[src/rtl/adc_scan_seq.sv]
// adc_scan_seq: multi-channel scan sequencer and averager for the Gowin ADC hard macro.
// Define ADC_SCAN_ALARM_EN to add per-channel low-threshold alarms (thr_lo/alarm ports).
module adc_scan_seq #(
  parameter int                  NUM_CH   = 2,
  parameter int                  ADC_W    = 14,
  parameter int                  AVG_LOG2 = 2,
  parameter logic [NUM_CH*3-1:0] CH_VSEL  = {3'b010, 3'b010},
  parameter logic [NUM_CH-1:0]   CH_MODE  = 2'b01,
  parameter int                  PERIOD_W = 24,
  parameter int                  TIMEOUT  = 4095,
  localparam int                 CH_W     = (NUM_CH > 1) ? $clog2(NUM_CH) : 1
) (
  input  logic                    clk,
  input  logic                    reset,
  input  logic                    enable,
  input  logic                    scan_req,
  input  logic [PERIOD_W-1:0]     period,
  input  logic [NUM_CH-1:0]       ch_mask,
  output logic                    adc_req,
  output logic [2:0]              adc_vsel,
  output logic                    adc_mode,
  input  logic                    adc_rdy,
  input  logic [ADC_W-1:0]        adc_value,
  output logic                    busy,
  output logic                    res_valid,
  output logic [CH_W-1:0]         res_ch,
  output logic [ADC_W-1:0]        res_value,
  output logic [NUM_CH*ADC_W-1:0] res_bank,
  output logic                    scan_done,
`ifdef ADC_SCAN_ALARM_EN
  input  logic [NUM_CH*ADC_W-1:0] thr_lo,
  output logic [NUM_CH-1:0]       alarm,
`endif
  output logic                    timeout_err
);

  localparam int ACC_W = ADC_W + AVG_LOG2;
  localparam int N_W   = (AVG_LOG2 > 0) ? AVG_LOG2 : 1;
  localparam int TO_W  = (TIMEOUT > 0) ? $clog2(TIMEOUT + 1) : 1;
  localparam logic [N_W-1:0] N_LAST = N_W'((1 << AVG_LOG2) - 1);

  typedef enum logic [2:0] {
    S_IDLE, S_SETUP, S_REQ, S_WAIT, S_ACC, S_PUB, S_DONE
  } state_t;

  state_t              state_reg, state_next;
  logic [NUM_CH-1:0]   pend_reg;
  logic [CH_W-1:0]     ch_reg;
  logic [2:0]          vsel_reg;
  logic                mode_reg;
  logic [ACC_W-1:0]    acc_reg;
  logic [N_W-1:0]      n_reg;
  logic [TO_W-1:0]     to_cnt_reg;
  logic [PERIOD_W-1:0] tmr_reg;
  logic                terr_reg;

  logic                tmr_run, auto_trig, start, to_hit;
  logic [NUM_CH-1:0]   pend_after, sel_mask;
  logic [CH_W-1:0]     next_ch;
  logic [ADC_W-1:0]    avg;
  logic [2:0]          vsel_tab [NUM_CH];

  for (genvar gi = 0; gi < NUM_CH; gi++) begin : g_vsel_tab
    assign vsel_tab[gi] = CH_VSEL[gi*3 +: 3];
  end

  assign avg        = acc_reg[ACC_W-1:AVG_LOG2];
  assign pend_after = pend_reg & ~(NUM_CH'(1) << ch_reg);
  assign tmr_run    = enable && (period != '0);
  assign auto_trig  = tmr_run && (tmr_reg >= period - PERIOD_W'(1));
  assign start      = (state_reg == S_IDLE) && enable && (scan_req || auto_trig);

  // Lowest pending channel; the mask source depends on whether a scan is starting or continuing.
  always_comb begin
    next_ch = '0;
    for (int i = NUM_CH - 1; i >= 0; i--) begin
      if (sel_mask[i]) next_ch = CH_W'(i);
    end
  end

  always_comb begin
    state_next = state_reg;
    sel_mask   = pend_after;
    to_hit     = 1'b0;
    case (state_reg)
      S_IDLE: begin
        sel_mask = ch_mask;
        if (start) state_next = (ch_mask != '0) ? S_SETUP : S_DONE;
      end
      S_SETUP: state_next = enable ? S_REQ : S_IDLE;
      S_REQ: begin
        if (!adc_rdy) begin
          state_next = S_WAIT;
        end else if (to_cnt_reg == TO_W'(TIMEOUT)) begin
          to_hit     = 1'b1;
          state_next = S_IDLE;
        end
      end
      S_WAIT: begin
        if (adc_rdy) begin
          state_next = enable ? S_ACC : S_IDLE;
        end else if (to_cnt_reg == TO_W'(TIMEOUT)) begin
          to_hit     = 1'b1;
          state_next = S_IDLE;
        end
      end
      S_ACC: begin
        if (!enable)              state_next = S_IDLE;
        else if (n_reg == N_LAST) state_next = S_PUB;
        else                      state_next = S_REQ;
      end
      S_PUB: begin
        if (!enable)                 state_next = S_IDLE;
        else if (pend_after != '0)   state_next = S_SETUP;
        else                         state_next = S_DONE;
      end
      S_DONE:  state_next = S_IDLE;
      default: state_next = S_IDLE;
    endcase
  end

  always_ff @(posedge clk or posedge reset) begin
    if (reset) begin
      state_reg  <= S_IDLE;
      pend_reg   <= '0;
      ch_reg     <= '0;
      vsel_reg   <= '0;
      mode_reg   <= 1'b0;
      acc_reg    <= '0;
      n_reg      <= '0;
      to_cnt_reg <= '0;
      tmr_reg    <= '0;
      terr_reg   <= 1'b0;
    end else begin
      state_reg <= state_next;

      if (!tmr_run || auto_trig) tmr_reg <= '0;
      else                       tmr_reg <= tmr_reg + PERIOD_W'(1);

      if (start)                   pend_reg <= ch_mask;
      else if (state_reg == S_PUB) pend_reg <= pend_after;

      // Mux selection is loaded only on SETUP entry so it stays frozen through the handshakes.
      if ((state_next == S_SETUP) && (state_reg != S_SETUP)) begin
        ch_reg   <= next_ch;
        vsel_reg <= vsel_tab[next_ch];
        mode_reg <= CH_MODE[next_ch];
      end

      if (((state_next == S_REQ) || (state_next == S_WAIT)) && (state_next != state_reg))
        to_cnt_reg <= '0;
      else if ((state_reg == S_REQ) || (state_reg == S_WAIT))
        to_cnt_reg <= to_cnt_reg + TO_W'(1);

      if (start || (state_reg == S_PUB) || (state_next == S_IDLE)) begin
        acc_reg <= '0;
        n_reg   <= '0;
      end else if (state_reg == S_ACC) begin
        acc_reg <= acc_reg + ACC_W'(adc_value);
        n_reg   <= n_reg + N_W'(1);
      end

      if (to_hit)        terr_reg <= 1'b1;
      else if (scan_req) terr_reg <= 1'b0;
    end
  end

  for (genvar gi = 0; gi < NUM_CH; gi++) begin : g_bank
    logic [ADC_W-1:0] val_reg;
    always_ff @(posedge clk or posedge reset) begin
      if (reset)
        val_reg <= '0;
      else if ((state_reg == S_PUB) && (ch_reg == CH_W'(gi)))
        val_reg <= avg;
    end
    assign res_bank[gi*ADC_W +: ADC_W] = val_reg;
  end

`ifdef ADC_SCAN_ALARM_EN
  for (genvar gi = 0; gi < NUM_CH; gi++) begin : g_alarm
    logic [ADC_W-1:0] thr;
    logic [ADC_W:0]   thr_hi_wide;
    logic [ADC_W-1:0] thr_hi;
    logic             alarm_reg;
    assign thr         = thr_lo[gi*ADC_W +: ADC_W];
    assign thr_hi_wide = {1'b0, thr} + (ADC_W + 1)'(16);
    assign thr_hi      = thr_hi_wide[ADC_W] ? '1 : thr_hi_wide[ADC_W-1:0];
    always_ff @(posedge clk or posedge reset) begin
      if (reset) begin
        alarm_reg <= 1'b0;
      end else if ((state_reg == S_PUB) && (ch_reg == CH_W'(gi))) begin
        if (avg < thr)          alarm_reg <= 1'b1;
        else if (avg >= thr_hi) alarm_reg <= 1'b0;
      end
    end
    assign alarm[gi] = alarm_reg;
  end
`endif

  assign adc_req     = (state_reg == S_REQ);
  assign adc_vsel    = vsel_reg;
  assign adc_mode    = mode_reg;
  assign busy        = (state_reg != S_IDLE) && (state_reg != S_DONE);
  assign res_valid   = (state_reg == S_PUB);
  assign res_ch      = (state_reg == S_PUB) ? ch_reg : '0;
  assign res_value   = (state_reg == S_PUB) ? avg : '0;
  assign scan_done   = (state_reg == S_DONE);
  assign timeout_err = terr_reg;

endmodule

[config.mk]
export PLATFORM = sky130hd
export DESIGN_NAME = adc_scan_seq
export DESIGN_NICKNAME = d
export VERILOG_FILES = /design/src/rtl/adc_scan_seq.sv
export SDC_FILE = /design/constraint.sdc
export NUM_CORES = 1
export LEC_CHECK = 0
export CAP_MARGIN = 20
export CORE_MARGIN = 1.5
export CORE_UTILIZATION = 54
export CTS_CLUSTER_DIAMETER = 100
export DETAILED_ROUTE_END_ITERATION = 10
export GPL_TIMING_DRIVEN = 0
export PLACE_DENSITY = 0.84
export SYNTH_ARGS = -nofsm -noshare
export SYNTH_HDL_FRONTEND = slang
export SYNTH_SLANG_ARGS = --single-unit
[constraint.sdc]
create_clock -name clk -period 3.6 [get_ports clk]
set_clock_uncertainty 0.15 [all_clocks]
set_input_delay 0.72 -clock clk [delete_from_list [all_inputs] [get_ports clk]]
set_output_delay 0.72 -clock clk [all_outputs]
set_load 0.005 [all_outputs]
==> flow_summary.json <==
{
  "status": "finished with violations",
  "violations": "negative setup slack",
  "gr-usage-all-layers": 0.262,
  "end_kind": "register",
  "fin_area_sq_um": 7430,
  "fillerInstances": 746,
  "synth_area_per_cell_sq_um": 9.57,
  "num_antenna_cells": 0,
  "clk_latency_ns": 0.37,
  "crit_fanout": 6,
  "drv_cap": 0,
  "fin_hold_ws_ns": 0.356,
  "root_buffer": "clkbuf_8",
  "worstPathArrival_ns": 3.83,
  "clock-sinks": 91,
  "routed_wl_microns": 14100,
  "post-route-drc-count": 0,
  "grt_pass1_wl_microns": 23600,
  "synth_area_sq_um": 5710,
  "worst_pin_slew_ns": 0.683,
  "placed_area_sq_um": 6920,
  "crit_required_ns": 3.72,
  "cts_buffers": 9,
  "largest_reg_flops": 28,
  "layout_min_cycle_time_ns": 3.72,
  "pin_count": 97,
  "grt_pass1_vias": 5054,
  "hold_path.class": "reg2reg",
  "ir_drop_mv": 0.334,
  "timing.final.max_slew_violations": 0,
  "clkTransAtPathRegs_ns": 0.09,
  "dp_slack_ns": -1.19,
  "rsz0062_at_grt": "yes",
  "dp_hpwl_microns": 10200,
  "core_area_sq_um": 10300,
  "finish.net_count": 812,
  "finalHoldViolCount": 0,
  "critPathKind": "in2reg",
  "multi_input_area_sq_um": 3540,
  "max_freq_ghz": 0.269,
  "drt_iter0_drc": 362,
  "die_x_microns": 106,
  "synth_cells": 597,
  "ys_seq_area_frac": 0.399,
  "port_buffers": 94,
  "cts_buffer_depth": 2,
  "setup_ws_ns": -0.117,
  "overflow": 0,
  "drive_gt1_frac": 0.172,
  "synth_seq_cells": 91,
  "place.gp.congestion": 0.867,
  "rows": 37,
  "synth_edf_count": 0,
  "final_cell_count_no_fill": 864,
  "antenna_found_initial": 0,
  "ant_nets": 0,
  "period_share": 1.03,
  "htreeDepth": 3,
  "ys_warn_count": 0,
  "setup_viol_count_final": 4,
  "die_area_sq_um": 11200,
  "grt_max_degree": 71,
  "die_h_microns": 106,
  "avgRoutedWirePerCell_microns": 16.3,
  "cts_tree": "done",
  "first_pass_iters": 5,
  "synth_cell_types": 63,
  "synthArstFlopShare": 1.00,
  "initial_utilization": 0.556,
  "slew_headroom": 0.542,
  "syn2layout_area_growth_pct": 30.2,
  "synth_ff_type": "dfrtp_1",
  "finish.utilization": 0.723,
  "leakage_nw": 3.30,
  "register_area_sq_um": 2280,
  "num_vias": 4965,
  "placedCellCount": 829,
  "viasPerCell": 5.75,
  "critPathLaunchType": "input pin",
  "power_density_nw_per_um2": 406
}
-- cell usage after synthesis, drive strengths merged, types with 12 or more instances --
library cell,n,share of area
dfrtp,91,0.40
nor2,76,0.050
nand2,56,0.037
ha,42,0.092
xnor2,35,0.054
xor2,31,0.048
mux2,28,0.055
a21oi,26,0.023
nand3,24,0.021
o21ai,22,0.019
and2,16,0.018
inv,15,0.0099
clkbuf,13,0.0085
nand4,12,0.014
-- power breakdown --
part	switching, mW	internal [mW]	total (mW)
combinational	0.579	0.479	1.06
clock	0.376	0.318	0.693
sequential	0.125	1.14	1.27
-- placed cells by master, fill, tap and decap left out, types with 5 or more instances in the layout --
| cell type | instances |
|---|---|
| nor2_1 | 69 |
| clkbuf_8 | 11 |
| a21oi_1 | 22 |
| a211oi_1 | 6 |
| nand2_1 | 54 |
| and3_1 | 10 |
| o21ai_0 | 17 |
| xor2_1 | 31 |
| mux2_2 | 28 |
| nor3_1 | 5 |
| clkdlybuf4s50_1 | 79 |
| dlygate4sd2_1 | 7 |
| dfrtp_1 | 91 |
| inv_1 | 14 |
| buf_4 | 20 |
| xnor2_1 | 35 |
| and2_1 | 16 |
| nand4_1 | 11 |
| ha_1 | 40 |
| clkbuf_1 | 10 |
| nand3_1 | 22 |
| buf_2 | 5 |
| nand2b_1 | 5 |
-- routing by layer --
layer	global-route usage	part of all wire	up-vias
li1	-	-	2369
met1	0.329	0.42	2396
met2	0.447	0.51	168
met3	0.0414	0.053	32
met4	0.115	0.023	0
met5	0	0	-
-- path summary, 6_finish.rpt --
kind	start	endpoint	slack (ns)	cells after the start
max	period[13]	ch_reg	-0.12	14
min	tmr_reg[0]	tmr_reg[0]	0.36	1
max reg2reg	state_reg[2]	acc_reg[14]	0.41	9
min reg2reg	tmr_reg[0]	tmr_reg[0]	0.36	1
max in group asynchronous	reset	to_cnt_reg[11]	2.19	3
min in group asynchronous	reset	g_bank[1].val_reg[0]	0.49	2
-- cell families (layout without fill, tap and decap cells) --
kind of cell | after synthesis | after routing | synth area share
and+or+nand+nor | 245 | 245 | 0.215
buffers and inverters | 31 | 161 | 0.0230
AOI/OAI and AO/OA | 90 | 90 | 0.107
adders and majority gates | 43 | 43 | 0.0955
other | 1 | 2 | 0.000657
muxes | 30 | 30 | 0.0587
DFF | 91 | 91 | 0.399
xor gates and xnor gates | 66 | 66 | 0.101
-- worst max-delay path, cell delays in order --
cell,delay (ns)
buf_8,0.09
or4_4,0.53
or3_4,0.35
or3_4,0.41
nor4_4,0.15
xnor2_1,0.17
ha_1,0.30
buf_6,0.13
a211oi_4,0.26
o31ai_2,0.10
a21oi_2,0.15
buf_6,0.14
o311ai_2,0.10
a31o_2,0.22
-- through the flow --
stage	power, mW	setup TNS (ns)
2_1_floorplan	1.92	-2.00
3_3_place_gp	2.23	-115.79
3_5_place_dp	2.29	-35.63
4_1_cts	3.01	-0.845
5_1_grt	3.19	-1.51
6_report	3.02	-0.317
-- layout make-up --
class / instances / area share
Clock buffer: 9 / 0.0167
Inverter: 15 / 0.00791
Clock inverter: 6 / 0.00892
Sequential cell: 91 / 0.306
Buffer: 15 / 0.0123
Tap cell: 136 / 0.0229
Multi-Input combinational cell: 476 / 0.477
Timing Repair Buffer: 116 / 0.148
-- repair_timing --
item / 4_1_cts / 5_1_grt
gates cloned: 2 / 0
buffers inserted: 15 / 4
pin swaps: 25 / 18
hold buffers: 0 / 0
resized for setup: 72 / 12
setup endpoints to repair: 33 / 33
Note: power is estimated with default switching activity, not from simulation.
